## config.mk

```make
export PLATFORM = sky130hd
export DESIGN_NAME = jstk_conditioner
export DESIGN_NICKNAME = d
export VERILOG_FILES = /design/src/rtl/jstk_conditioner.sv
export SDC_FILE = /design/constraint.sdc
export NUM_CORES = 1
export LEC_CHECK = 0
export CAP_MARGIN = 20
export CORE_MARGIN = 2
export CORE_UTILIZATION = 25
export CTS_CLUSTER_DIAMETER = 100
export DETAILED_ROUTE_END_ITERATION = 12
export HOLD_SLACK_MARGIN = 0.12
export SLEW_MARGIN = 20
export SYNTH_ARGS = -nofsm -noshare
export SYNTH_HDL_FRONTEND = slang
export SYNTH_SLANG_ARGS = --single-unit
export TNS_END_PERCENT = 1
```

## constraint.sdc

```tcl
create_clock -name clk -period 1.7 [get_ports clk]
set_input_delay 0.34 -clock clk [delete_from_list [all_inputs] [get_ports clk]]
set_output_delay 0.34 -clock clk [all_outputs]
set_load 0.02 [all_outputs]
```

## src/rtl/jstk_conditioner.sv

```systemverilog
`default_nettype none
// +--------------------------------------------------------------------------+
// | jstk_conditioner: sync + debounce + edge detect + auto-repeat for jstk    |
// | Rev 1.0                                                                   |
// +--------------------------------------------------------------------------+

module jstk_debounce #(
  parameter int W               = 1,
  parameter int DEBOUNCE_CYCLES = 4
) (
  input  logic         clk,
  input  logic         rst,
  input  logic [W-1:0] raw,
  output logic [W-1:0] stable
);
  localparam int CW = $clog2(DEBOUNCE_CYCLES) + 1;
  localparam logic [CW-1:0] CNT_LAST = CW'(DEBOUNCE_CYCLES - 1);

  logic [W-1:0]  s1, s2, cand;
  logic [CW-1:0] cnt;

  always_ff @(posedge clk) begin
    if (rst) begin
      s1     <= '0;
      s2     <= '0;
      cand   <= '0;
      cnt    <= '0;
      stable <= '0;
    end else begin
      s1 <= raw;
      s2 <= s1;
      // Any change of the whole group restarts the stability window.
      if (s2 != cand) begin
        cand <= s2;
        cnt  <= '0;
      end else if (cnt == CNT_LAST) begin
        stable <= cand;
      end else begin
        cnt <= cnt + 1'b1;
      end
    end
  end
endmodule

module jstk_conditioner #(
  parameter int DEBOUNCE_CYCLES = 4,
  parameter int REPEAT_DELAY    = 10,
  parameter int REPEAT_RATE     = 3
) (
  input  logic       clk,
  input  logic       rst,
  input  logic       en,
  input  logic [3:0] raw_pos,
  input  logic       raw_press,
  output logic [3:0] jstkPos,
  output logic       jstkPress,
  output logic [3:0] held_dir,
  output logic       press_level
);
  localparam int RC_MAX = (REPEAT_DELAY > REPEAT_RATE) ? REPEAT_DELAY : REPEAT_RATE;
  localparam int RW     = $clog2(RC_MAX) + 1;
  localparam logic [RW-1:0] DELAY_LAST = RW'(REPEAT_DELAY - 1);
  localparam logic [RW-1:0] RATE_LAST  = RW'(REPEAT_RATE - 1);

  typedef enum logic [1:0] {
    IDLE   = 2'd0,
    FIRST  = 2'd1,
    REPEAT = 2'd2
  } state_t;

  state_t        state, state_nxt;
  logic [3:0]    cur_dir, cur_dir_nxt;
  logic [RW-1:0] rc, rc_nxt;
  logic [3:0]    pos_nxt;
  logic          press_prev, press_nxt;
  logic          dir_valid;
  logic [RW-1:0] rc_last;

  jstk_debounce #(.W(4), .DEBOUNCE_CYCLES(DEBOUNCE_CYCLES)) u_pos_db (
    .clk    (clk),
    .rst    (rst),
    .raw    (raw_pos),
    .stable (held_dir)
  );

  jstk_debounce #(.W(1), .DEBOUNCE_CYCLES(DEBOUNCE_CYCLES)) u_press_db (
    .clk    (clk),
    .rst    (rst),
    .raw    (raw_press),
    .stable (press_level)
  );

  // Exactly one bit set: diagonals, opposing pairs and no-direction are ignored.
  assign dir_valid = (held_dir != 4'd0) && ((held_dir & (held_dir - 4'd1)) == 4'd0);
  assign rc_last   = (state == FIRST) ? DELAY_LAST : RATE_LAST;
  assign press_nxt = press_level && !press_prev && en;

  always_comb begin
    state_nxt   = state;
    cur_dir_nxt = cur_dir;
    rc_nxt      = rc;
    pos_nxt     = 4'd0;
    case (state)
      IDLE: begin
        if (dir_valid && en) begin
          pos_nxt     = held_dir;
          cur_dir_nxt = held_dir;
          rc_nxt      = '0;
          state_nxt   = FIRST;
        end
      end
      FIRST, REPEAT: begin
        if (!dir_valid || !en) begin
          state_nxt = IDLE;
        end else if (held_dir != cur_dir) begin
          pos_nxt     = held_dir;
          cur_dir_nxt = held_dir;
          rc_nxt      = '0;
          state_nxt   = FIRST;
        end else if (rc == rc_last) begin
          pos_nxt   = cur_dir;
          rc_nxt    = '0;
          state_nxt = REPEAT;
        end else begin
          rc_nxt = rc + 1'b1;
        end
      end
      default: state_nxt = IDLE;
    endcase
  end

  always_ff @(posedge clk) begin
    if (rst) begin
      state      <= IDLE;
      cur_dir    <= 4'd0;
      rc         <= '0;
      jstkPos    <= 4'd0;
      jstkPress  <= 1'b0;
      press_prev <= 1'b0;
    end else begin
      state      <= state_nxt;
      cur_dir    <= cur_dir_nxt;
      rc         <= rc_nxt;
      jstkPos    <= pos_nxt;
      jstkPress  <= press_nxt;
      press_prev <= press_level;
    end
  end
endmodule
`default_nettype wire

```

* Word-level counts from Yosys, hierarchy flattened *
Index checks and enable logic that the tools add are counted.

cells by class
  add/sub/neg operators = 4
  multiply operators = 0
  div/mod/pow operators = 0
  order comparisons = 0
  equality and inequality tests = 12
  shift-type cells = 0
  multiplexer cells = 20
  bitwise logic cells = 3
  reductions and logical operators = 20

operators with widths
  operator               count
  $mux W4                8
  $mux W5                4
  $pmux W4 S2            2
  $pmux W5 S2            1
  $mux W2                4
  $ne A4 B4 Y1           2
  $add A3 B1 Y3 const B  2
  $eq A3 B2 Y1 const B   2
  $ne A2 B2 Y1 const B   3
  $reduce_and A2 Y1      3
  $reduce_or A2 Y1       3
  $add A5 B1 Y5 const B  1
  $eq A5 B4 Y1           1
  $and A4 B4 Y4          1
  $logic_and A1 B1 Y1    4
  $logic_not A4 Y1       1
  $ne A4 B4 Y1 const B   1
  $pmux W2 S2            1
  $reduce_and A4 Y1      1
  $reduce_bool A4 Y1     1
  $sub A4 B1 Y4 const B  1
  $logic_not A1 Y1       3
  $reduce_and A3 Y1      1
  $eq A2 B1 Y1 const B   1
  6 further kinds        7

storage, ports and cells
  register bits = 43
  latch bits = 0
  RAM bits = 0
  memory bits (read-only) = 0
  input port bits = 8
  output and inout bits = 10
  word-level logic and storage cells = 75
  memories = 0

* Longest topological paths before layout *
Gate-level depths: netlist of run 1.

  depth after elaboration = 8
  mapped depth = 7
  mapped depth without buffers = 7

* Modules after synthesis *
A second synthesis of run 1 with hierarchy kept.

second synthesis, totals
  cell total of the unflattened synthesis = 186
  area, all modules = 1895.6 um^2

by module, submodules not included
  module                       times used  cells each  area an instance (um^2)  sequential area each (um^2)
  jstk_conditioner             1           98          934.6                    340.3
  jstk_debounce at u_pos_db    1           63          684.4                    380.4
  jstk_debounce at u_press_db  1           25          276.5                    140.1

* Least setup slack after synthesis of run 1 *
OpenSTA, ideal clock, no wires.

  path kind = reg-to-reg
  start point = register u_pos_db.stable[1]
  end point = register rc[2]
  setup time = 0.132 ns
  arrival time = 1.732 ns
  required time = 1.568 ns
  slack = -0.164 ns
  cell stages (with the launch flop) = 7
  path buffers = 1
  clock period less this slack = 1.864 ns
  cell sequence = dfxtp_1 -> buf_6 -> or4b_1 -> o311ai_2 -> o211ai_2 -> nor3b_1 -> nor3_1

on the way
  word-level cells in the longest chain between the ends = 8
  elaborated cells between the ends (all ways) = 15

ends and longest elaborated chain
  item                                RTL line  source
  start, declared                     14        output logic [W-1:0] stable
  start signal, assigned              37        stable <= cand;
  $sub A4 B1 Y4                       94        assign dir_valid = (held_dir != 4'd0) && ((held_dir & (held_dir - 4'd1)) == 4'd0);
  $and A4 B4 Y4                       94
  $logic_not A4 Y1                    94
  $logic_and A1 B1 Y1                 94
  $logic_not A1 Y1                    113       if (!dir_valid || !en) begin
  $logic_or A1 B1 Y1                  113
  $ne A2 B2 Y1 (no source line)       n/a
  $reduce_and A3 Y1 (no source line)  n/a
  end signal, assigned                143       rc <= rc_nxt;
  end, declared                       73        logic [RW-1:0] rc, rc_nxt;

Parallel ways exist; a longest one is shown, timed or not. The select of a mux whose other input is x is not followed.
A chain may end at the register's enable or synchronous reset.

* Worst setup path after layout of run 1 *
  start point = register u_pos_db.stable[1]
  end point = register state[1]

on the way
  word-level cells in the longest chain between the ends = 8
  elaborated cells between the ends (all ways) = 15

ends and longest elaborated chain
  item                                                                      RTL line  source
  $sub A4 B1 Y4                                                             94
  $and A4 B4 Y4                                                             94
  $logic_not A4 Y1                                                          94
  $logic_and A1 B1 Y1                                                       94
  $logic_not A1 Y1                                                          113
  $logic_or A1 B1 Y1                                                        113
  $ne A4 B4 Y1 (no source line) / $mux W2 (equally long branches)           n/a
  $reduce_and A2 Y1 (no source line) / $pmux W2 S2 (equally long branches)  n/a
  end signal, assigned                                                      141       state <= state_nxt;
  end, declared                                                             71        state_t state, state_nxt;

Parallel ways exist; a longest one is shown, timed or not.

==> reports/metrics.csv, run 1 <==
stage,metric,value,unit
synthesis,synth-seq-area-share,0.476,
setup_path,arrival,1.99,ns
synthesis,yosysWarnings,0,
routing,viasPerCell,4.33,
setup_path,slowest_delay,0.52,ns
power,ir_drop,0.403,mV
setup_path,crit_start,u_pos_db.stable[1]$_SDFFE_PP0P_,
floorplanning,initial_core_util,0.262,
clock_network,clock_latency,0.30,ns
timing,setup_viol,9,
floorplanning,dieArea,0.00792,mm2
clock_network,clk_pin_slew,0.08,ns
synthesis,synth_top_area_frac,0.476,
timing,max-slew-margin-rel,0.715,
final_layout,num_antenna_cells,0,
floorplanning,rows,30,
timing,worstMarginPinSlew,0.426,ns
worst_hold_path,min_path_type,register to register,
power,p_per_area,796,mW/mm2
timing,fin_crit,1.78,ns
placement,pre_cts_slack,-0.254,ns
routing,drtAntennaViolNets,0,
global_route,grt_max_degree,35,
outcome,violations,negative setup slack,
routing,drt_wl_total,3560,um
timing,setup_slack,-0.0829,ns
timing,final.setup.tns,-0.383,ns
timing,rsz0062_at_grt,yes,
synthesis,ys_types,36,
synthesis,synth_seq_cells,43,
clock_network,cts_buffers,5,
clock_network,clockBufferDepth,2,
global_route,use_met3,0.0259,
placement,hpwl,2510,um
routing,wl_per_cell,11.0,um
global_route,grt.busiest_layer,met2,
setup_path,criticalPathCategory,register to register,
global_route,globalRouteMet1Util,0.108,
final_layout,drive_above_1_share,0.217,
routing,first_pass_iters,4,
placement,port_buffers,17,
final_layout,final_nets,241,
placement,place_congestion,0.727,
global_route,use_met2,0.175,
floorplanning,die_x,89.0,um
routing,vias,1395,
synthesis,syn_area,0.00181,mm2
floorplanning,die_y,89.0,um
clock_network,cts_sinks,43,
synthesis,synth_top_cells_by_area,"dfxtp_1, nor2b_1, ha_1",
global_route,grt_pass1_vias,1336,
synthesis,synthCells,188,
timing,hold_ws,0.439,ns
power,p_leak,0.957,nW
timing,final.setup_skew,0.0102,ns
setup_path,end_kind,register,
setup_path,cp-start-kind,register,
timing,period_share,1.05,
setup_path,crit_chain,or4b_4 -> o311ai_4 -> and4b_2 -> a21oi_2 -> o32ai_2,
setup_path,cp_max_fo,5,
clock_network,h-tree-depth,2,
routing,drtIter0Drc,67,
global_route,grt_pass1_wl,5950,um
synthesis,synth.avg_cell_area,9.61,um2
timing,hold_violations,0,
timing,clock.fmax,561,MHz
global_route,grt_usage,0.0982,
floorplanning,design.core.area,0.00691,mm2
outcome,status,finished with violations,
setup_path,cp.required,1.90,ns
timing,slew_viol_final,0,
final_layout,area_growth,34.2,%
clock_network,cts_tree,done,
global_route,antenna_found_initial,0,
flow_run,cap_violations,0,
clock_network,cts-root-buf,clkbuf_8,
routing,drc,0,
worst_hold_path,min_from,u_pos_db.s1[2]$_SDFF_PP0_,
synthesis,synth_top_cell_by_area,dfxtp_1,
floorplanning,io_pins,18,
synthesis,synth_nets,204,
setup_path,cpMaxStageDelayCell,or4b_4,
global_route,grt_remaining_overflow,0,
setup_path,r2r_start,u_pos_db.stable[1]$_SDFFE_PP0P_,
through the flow:
stage	total power, mW	area [um2]	instances	utilization
5_1_grt	2.02	2420	322	0.351
3_5_place_dp	1.17	2240	312	0.324
3_3_place_gp	1.17	2240	312	0.324
6_report	1.93	2420	322	0.351
2_1_floorplan	1.13	1850	188	-
4_1_cts	1.96	2390	322	0.347
report_power, final:
group | internal, mW | switching, mW | total [mW]
Clock | 0.438 | 0.343 | 0.781
Combinational | 0.0535 | 0.0503 | 0.104
Sequential | 1.03 | 0.0133 | 1.04
routing by layer:
| metal | vias up | share of wire |
|---|---|---|
| li1 | 718 | - |
| met3 | 6 | 0.040 |
| met2 | 20 | 0.49 |
| met5 | - | 0 |
| met1 | 651 | 0.45 |
| met4 | 0 | 0.015 |
path summary, 6_finish.rpt:
kind                                             endpoint  slack [ns]  cells after the start
worst min-delay path            u_pos_db.s2[2]$_SDFF_PP0_        0.44                      1
worst min register to register  u_pos_db.s2[2]$_SDFF_PP0_        0.44                      1
worst max register to register      state[1]$_SDFFE_PP0P_       -0.08                      5
worst max-delay path                state[1]$_SDFFE_PP0P_       -0.08                      5
critical path, delay by kind of cell (launching register included):
kind / cells / cell delay [ns]
AND/OR/NAND/NOR: 2 / 0.85
flip-flops: 1 / 0.37
AO/OA/AOI/OAI: 3 / 0.47
synthesized netlist by cell type, drive strengths merged:
cell / number
a2bb2oi: 1
dfxtp: 43
ha: 8
xnor2: 6
a21oi: 13
a22o: 2
nor3b: 1
clkbuf: 8
nor2: 18
and3b: 1
nand2b: 3
nand4: 2
o21ai: 4
or4b: 2
nor4b: 1
nand3: 9
o32ai: 1
nand2: 11
or3: 2
o21a: 1
and4b: 2
xor2: 6
buf: 1
o311ai: 1
nand4b: 1
inv: 6
o2bb2ai: 1
o211ai: 1
nor4: 1
a22oi: 1
mux2i: 7
a21o: 2
nor3: 2
nor2b: 17
and4: 2
cells by family after synthesis:
family	share of synthesized area
adders and majority gates	0.0554
buffers and inverters	0.0360
DFF	0.476
xor gates and xnor gates	0.0582
AOI/OAI and AO/OA	0.104
and+or+nand+nor	0.231
muxes	0.0388
sequential cells by signal, indices dropped and copies added, names as in the netlist, 2 cells and up:
register / flops
u_pos_db.s2: 4
u_press_db.cnt: 3
u_pos_db.s1: 4
jstkPos: 4
rc: 5
cur_dir: 4
u_pos_db.cand: 4
state: 2
u_pos_db.cnt: 3
u_pos_db.stable: 4
cell usage in the layout, fill, tap and decap left out, drive strengths merged, types with 3 or more instances in the layout:
| master | netlist | final |
|---|---|---|
| dfxtp | 43 | 43 |
| a21oi | 13 | 13 |
| xor2 | 6 | 6 |
| nor2b | 17 | 17 |
| dlygate4sd2 | 0 | 3 |
| clkdlybuf4s50 | 0 | 14 |
| nand2 | 11 | 11 |
| nand2b | 3 | 3 |
| mux2i | 7 | 7 |
| o21ai | 4 | 4 |
| xnor2 | 6 | 6 |
| ha | 8 | 8 |
| buf | 1 | 22 |
| clkbuf | 8 | 6 |
| inv | 6 | 6 |
| nor2 | 18 | 18 |
| nand3 | 9 | 9 |
cell type report:
type / instances / area [um2]
fill: 709 / 4480
multi-input combinational: 130 / 972
sequential: 43 / 868
timing repair buffer: 39 / 332
tap: 96 / 120
clock buffer: 6 / 72.6
clock inverter: 2 / 37.5
inverter: 6 / 22.5
what timing repair did:
action	CTS	global route
resized for setup	11	8
setup endpoints to repair	13	15
buffers inserted	2	0
pin swaps	7	3
hold buffers	0	0
(Power assumes the default switching activity.)
==> inputs of run 2 (changes only) <==
--- a/config.mk
+++ b/config.mk
@@ -5,11 +5,14 @@
 export SDC_FILE = /design/constraint.sdc
 export NUM_CORES = 1
 export LEC_CHECK = 0
+export ABC_AREA = 1
 export CAP_MARGIN = 20
+export CORE_ASPECT_RATIO = 0.9
 export CORE_MARGIN = 2
 export CORE_UTILIZATION = 25
 export CTS_CLUSTER_DIAMETER = 100
 export DETAILED_ROUTE_END_ITERATION = 12
+export GPL_TIMING_DRIVEN = 0
 export HOLD_SLACK_MARGIN = 0.12
 export SLEW_MARGIN = 20
 export SYNTH_ARGS = -nofsm -noshare
==> run 2 against run 1 <==
  * The flow now finishes without violations
  * Clock power up 10%
  * Global-route usage down 0.90 points
  * Die area up 9.7%
  * Total power up 15%
  * First-iteration DRC count down 21%
  * Synthesized area up 10%
==> reports/metrics.csv, run 2 <==
stage,metric,value,unit
power,p_leak,1.03,nW
synthesis,synth-seq-area-share,0.432,
synthesis,synth_nets,269,
power,p_total,2.21,mW
routing,drtIter0Drc,53,
setup_path,cp-start-kind,register,
final_layout,drive_above_1_share,0.140,
setup_path,regToRegSetupSlack,0.1,ns
global_route,grt_remaining_overflow,0,
clock_network,cts-root-buf,clkbuf_8,
synthesis,synth_seq_cells,43,
placement,placed_cell_area,0.00228,mm2
final_layout,final_common_cell,nand2_1,
setup_path,slowest_delay,0.41,ns
flow_run,cap_violations,0,
timing,worstMarginPinSlew,0.409,ns
clock_network,clock_latency,0.30,ns
setup_path,path_buf_inv,2,
routing,first_pass_iters,4,
floorplanning,die_y,88.7,um
routing,drt_wl_total,3570,um
clock_network,h-tree-depth,2,
timing,setup_viol,0,
floorplanning,initial_core_util,0.261,
worst_hold_path,min_from,press_prev$_SDFF_PP0_,
global_route,antenna_found_initial,0,
timing,clock.fmax,624,MHz
global_route,grt_max_degree,15,
timing,hold_violations,0,
synthesis,synth-edff-count,0,
setup_path,end_kind,register,
setup_path,cpMaxStageDelayCell,ha_2,
timing,final.setup.tns,0,ns
final_layout,largest_register_ff_count,5,
final_layout,area_growth,21.0,%
clock_network,clockBufferDepth,2,
timing,final.setup_skew,0.00763,ns
synthesis,ys_types,32,
clock_network,clk_pin_slew,0.08,ns
placement,hpwl,2680,um
global_route,grt_pass1_vias,1363,
worst_hold_path,holdPathStages,1,
setup_path,arrival,1.82,ns
final_layout,num_antenna_cells,0,
setup_path,cp.required,1.92,ns
routing,wl_per_cell,9.54,um
power,p_per_area,918,mW/mm2
setup_path,critPathTopFamily,adder cells,
setup_path,reg2regPathDepth,6,
timing,max-slew-margin-rel,0.727,
clock_network,post-cts-setup-buffer-count,0,
routing,vias,1508,
synthesis,synthCells,253,
synthesis,synth_top_area_frac,0.432,
outcome,status,"complete, no violations",
setup_path,crit_chain,inv_1 -> ha_2 -> inv_1 -> nor3_2 -> nand2_1 -> a21oi_1,
synthesis,syn_area,0.00199,mm2
final_layout,final_core_util,0.316,
clock_network,cts_tree,done,
floorplanning,rows,30,
clock_network,cts_sinks,43,
power,ir_drop,0.307,mV
setup_path,r2r_end,jstkPos[1]$_SDFF_PP0_,
timing,fin_crit,1.60,ns
setup_path,r2r_start,state[0]$_SDFFE_PP0P_,
placement,place_inst,366,
floorplanning,die_x,98.1,um
floorplanning,design.core.area,0.00762,mm2
routing,drtAntennaViolNets,0,
synthesis,synth_common_cells,"nand2_1, dfxtp_1, inv_1, nor2_1, a21oi_1",
synthesis,synth_top_cells_by_area,"dfxtp_1, nand2_1, inv_1",
synthesis,async_reset_ff_frac,0,
timing,slew_viol_final,0,
worst_hold_path,hold_end,jstkPress$_SDFF_PP0_,
routing,drc,0,
synthesis,synth.avg_cell_area,7.87,um2
synthesis,yosysMostFrequentCell,nand2_1,
routing,viasPerCell,4.03,
placement,port_buffers,17,
final_layout,regMostFlops,rc,
global_route,grt_usage,0.0892,
synthesis,yosysWarnings,0,
global_route,grt_pass1_wl,6130,um
final_layout,final_nets,293,
final_layout,instances_no_fill,374,
synthesis,ys.flop_type,dfxtp_1,
final_layout,layout_common_cells,"nand2_1, dfxtp_1, inv_1",
setup_path,crit_top_cell,inv_1,
synthesis,synth_top_cell_by_area,dfxtp_1,
floorplanning,io_pins,18,
placement,place_congestion,0.736,
setup_path,cp_max_fo,7,
floorplanning,dieArea,0.00869,mm2
worst_hold_path,min_path_type,register to register,
timing,period_share,0.943,
final_layout,design_area,0.00241,mm2
clock_network,cts_buffers,5,
setup_path,criticalPathCategory,register to register,
-- run 2: cell types whose count changed in the layout (fill, tap and decap cells not counted), moves of 4 or more --
cell | previous run | this run
nor2b_1 | 16 | 0
nor2_1 | 18 | 33
dfxtp_1 | 39 | 43
xnor2_1 | 6 | 1
o21ai_0 | 2 | 6
a21oi_1 | 11 | 20
mux2i_1 | 7 | 1
buf_4 | 22 | 0
nand2_1 | 11 | 47
nand3_1 | 9 | 5
o21ai_1 | 1 | 6
nand2_2 | 0 | 4
inv_1 | 6 | 37
inv_2 | 0 | 7
-- run 2: what timing repair did --
| action | CTS | global route |
|---|---|---|
| resized for setup | 5 | 2 |
| cloned | 0 | 0 |
| setup endpoints to repair | 8 | 9 |
| hold buffers | 0 | 0 |
-- run 2: how the worst max path moves through the flow --
stage,end,startpoint,slack (ns),cells past startpoint
final,jstkPos[1]$_SDFF_PP0_,state[0]$_SDFFE_PP0P_,0.1,6
after global routing,jstkPos[1]$_SDFF_PP0_,state[0]$_SDFFE_PP0P_,-0.01,6
after CTS,jstkPos[1]$_SDFF_PP0_,state[0]$_SDFFE_PP0P_,0.04,6
after detailed placement,u_press_db.s2$_SDFF_PP0_,rst,-0.33,4
after global placement,u_press_db.s2$_SDFF_PP0_,rst,-0.31,4
after floorplan,cur_dir[0]$_SDFFE_PP0P_,state[0]$_SDFFE_PP0P_,0.24,7
-- run 2: layout make-up --
cell class,count,area (um2)
fillers,824,5210
multi-input cells,162,958
flip-flops and latches,43,861
inverters,45,169
repair buffers,17,165
well taps,96,120
clock buffers,6,82.6
clock inverters,2,38.8
plain buffers,3,13.8
-- run 2: through the flow --
| step | hold WS, ns | worst slack (ns) |
|---|---|---|
| final | 0.400 | 0.0977 |
| after global routing | 0.411 | -0.0109 |
| after CTS | 0.405 | 0.0366 |
| after detailed placement | 0.393 | -0.326 |
| after global placement | 0.371 | -0.307 |
| after floorplan | 0.366 | 0.239 |
-- run 2: power breakdown --
| group | internal [mW] | switching [mW] |
|---|---|---|
| Combinational | 0.114 | 0.169 |
| Clock | 0.484 | 0.375 |
| Sequential | 1.05 | 0.0243 |
| Total | 1.64 | 0.568 |
-- run 2: layer usage --
| metal | global-route usage | share of wire | vias to the layer above | wire length, um |
|---|---|---|---|---|
| met5 | 0 | 0 | - | 0 |
| met4 | 0.0316 | 0.011 | 0 | 39 |
| met3 | 0.0300 | 0.038 | 5 | 134 |
| met2 | 0.148 | 0.46 | 19 | 1630 |
| met1 | 0.110 | 0.50 | 650 | 1770 |
| li1 | - | - | 834 | - |
-- run 2: worst register-to-register path: stages (launching register included) --
cell and delay (ns):
dfxtp_1 0.39, inv_1 0.07, ha_2 0.41, inv_1 0.16, nor3_2 0.25, nand2_1 0.07, a21oi_1 0.18
-- run 2: cell families (layout without fill, tap and decap cells) --
group / Yosys count / after routing / share of synthesized area
multiplexers: 1 / 1 / 0.00503
AO/OA/AOI/OAI: 37 / 37 / 0.106
buffers and inverters: 48 / 73 / 0.0911
flip-flops: 43 / 43 / 0.432
XOR/XNOR: 8 / 8 / 0.0352
AND/OR/NAND/NOR: 108 / 108 / 0.280
adder cells (fa/ha/maj): 8 / 8 / 0.0503
==> inputs of run 3 (changes only) <==
--- a/config.mk
+++ b/config.mk
@@ -14,6 +14,7 @@
 export DETAILED_ROUTE_END_ITERATION = 12
 export GPL_TIMING_DRIVEN = 0
 export HOLD_SLACK_MARGIN = 0.12
+export PLACE_DENSITY = 0.42
 export SLEW_MARGIN = 20
 export SYNTH_ARGS = -nofsm -noshare
 export SYNTH_HDL_FRONTEND = slang
==> run 3 against run 2 <==
  * Non-clock buffer count is the same
  * Clock skew grew 0.00061 ns
  * Wire length grew 1.5%
  * Combinational power up 5%
  * Clock power fell by 3.7%
  * Die area stayed put
  * Critical path depth fell by 5
  * Design area fell by 0.10%
  * Hold slack got worse by 0.020 ns
  * Via count rose by 1.1%
  * Final cell count unchanged
  * Sequential power is essentially flat
  * Largest power group unchanged
==> reports/metrics.csv, run 3 (synthesized netlist as in run 2, its figures left out) <==
stage,metric,value,unit
final_layout,num_antenna_cells,0,
timing,fin_crit,1.57,ns
final_layout,regMostFlops,rc,
placement,hpwl,2730,um
clock_network,h-tree-depth,2,
setup_path,critPathTopFamily,buffers and inverters,
setup_path,path_buf_inv,1,
setup_path,slowest_delay,0.60,ns
final_layout,final_common_cell,nand2_1,
final_layout,fillers,848,
global_route,antenna_found_initial,0,
floorplanning,die_x,98.1,um
floorplanning,dieArea,0.00869,mm2
routing,drc,0,
routing,vias,1525,
clock_network,cts_buffers,5,
placement,port_buffers,17,
floorplanning,die_y,88.7,um
routing,drtAntennaViolNets,0,
outcome,status,"complete, no violations",
final_layout,layout_common_cells,"nand2_1, dfxtp_1, inv_1",
routing,drtIter0Drc,31,
routing,drt_wl_total,3620,um
placement,place_congestion,0.702,
global_route,grt_pass1_vias,1370,
timing,hold_ws,0.381,ns
setup_path,r2r_start,state[1]$_SDFFE_PP0P_,
final_layout,final_nets,293,
clock_network,clock_latency,0.30,ns
setup_path,cpMaxStageDelayCell,clkdlybuf4s50_1,
worst_hold_path,min_path_type,register to register,
global_route,grt_pass1_wl,6490,um
setup_path,criticalPathCategory,register to primary output,
final_layout,ff_latch_area,862,um2
clock_network,post-cts-setup-buffer-count,0,
clock_network,cts_tree,done,
global_route,grt_max_degree,16,
setup_path,cp.required,1.36,ns
power,p_per_area,911,mW/mm2
timing,period_share,0.923,
global_route,grt_remaining_overflow,0,
power,p_leak,1.03,nW
timing,final.setup_skew,0.00824,ns
floorplanning,design.core.area,0.00762,mm2
clock_network,clk_pin_slew,0.09,ns
timing,worstMarginPinSlew,0.406,ns
flow_run,cap_violations,0,
setup_path,end_kind,primary output,
timing,final.setup.tns,0,ns
final_layout,area_growth,20.9,%
global_route,grt_usage,0.0944,
setup_path,cp_max_fo,2,
timing,max-slew-margin-rel,0.729,
routing,first_pass_iters,4,
setup_path,crit_start,u_press_db.stable$_SDFFE_PP0P_,
timing,hold_violations,0,
floorplanning,rows,30,
timing,clock.fmax,637,MHz
timing,setup_viol,0,
timing,rsz0062_at_grt,no,
clock_network,cts-root-buf,clkbuf_8,
clock_network,cts_hold_buf,0,
setup_path,crit_chain,clkdlybuf4s50_1,
setup_path,cp-start-kind,register,
final_layout,largest_register_ff_count,5,
timing,slew_viol_final,0,
final_layout,design_area,0.00241,mm2
final_layout,drive_above_1_share,0.144,
routing,wl_per_cell,9.68,um
power,ir_drop,0.392,mV
routing,viasPerCell,4.08,
floorplanning,io_pins,18,
setup_path,arrival,1.23,ns
final_layout,multi_input_area,961,um2
floorplanning,initial_core_util,0.261,
worst_hold_path,min_from,press_prev$_SDFF_PP0_,
clock_network,clockBufferDepth,2,
placement,pre_cts_slack,-0.399,ns
timing,setup_slack,0.130,ns
placement,placed_cell_area,0.00228,mm2
clock_network,cts_sinks,43,
[run 3: where the power goes]
part | switching (mW) | internal, mW | leakage, nW
clock | 0.385 | 0.443 | 0.0548
combinational | 0.172 | 0.124 | 0.621
sequential | 0.0242 | 1.05 | 0.350
[run 3: stage by stage]
step | util | cells | power [mW]
6_report | 0.316 | 374 | 2.19
5_1_grt | 0.316 | 374 | 2.33
3_3_place_gp | 0.299 | 366 | 1.38
3_5_place_dp | 0.299 | 366 | 1.38
2_1_floorplan | - | 253 | 1.31
4_1_cts | 0.314 | 374 | 2.23
[run 3: per-layer routing]
layer / wire [um] / vias up / part of all wire / global-route usage
li1: - / 831 / - / -
met1: 1790 / 674 / 0.50 / 0.122
met2: 1660 / 14 / 0.46 / 0.149
met3: 105 / 6 / 0.029 / 0.0261
met4: 61 / 0 / 0.017 / 0.0417
met5: 0 / - / 0 / 0
[run 3: timing repair]
| item | CTS | global route |
|---|---|---|
| hold endpoints to repair | 0 | 0 |
| endpoints found under the setup margin | 14 | 10 |
| gates resized for setup | 6 | 2 |
| cloned | 0 | 0 |
| pin swaps | 0 | 0 |
[run 3: cell type report]
type	instances	area share
multi-input combinational	162	0.399
sequential	43	0.358
inverter	45	0.0702
timing repair buffer	17	0.0686
tap	96	0.0499
clock buffer	5	0.0286
clock inverter	3	0.0192
buffer	3	0.00572
[run 3: final timing paths]
check                                             end  slack [ns]  depth (start not counted)
worst max-delay path                      press_level        0.13                          1
worst min-delay path             jstkPress$_SDFF_PP0_        0.38                          1
worst max register to register  state[0]$_SDFFE_PP0P_        0.17                         11
worst min register to register   jstkPress$_SDFF_PP0_        0.38                          1
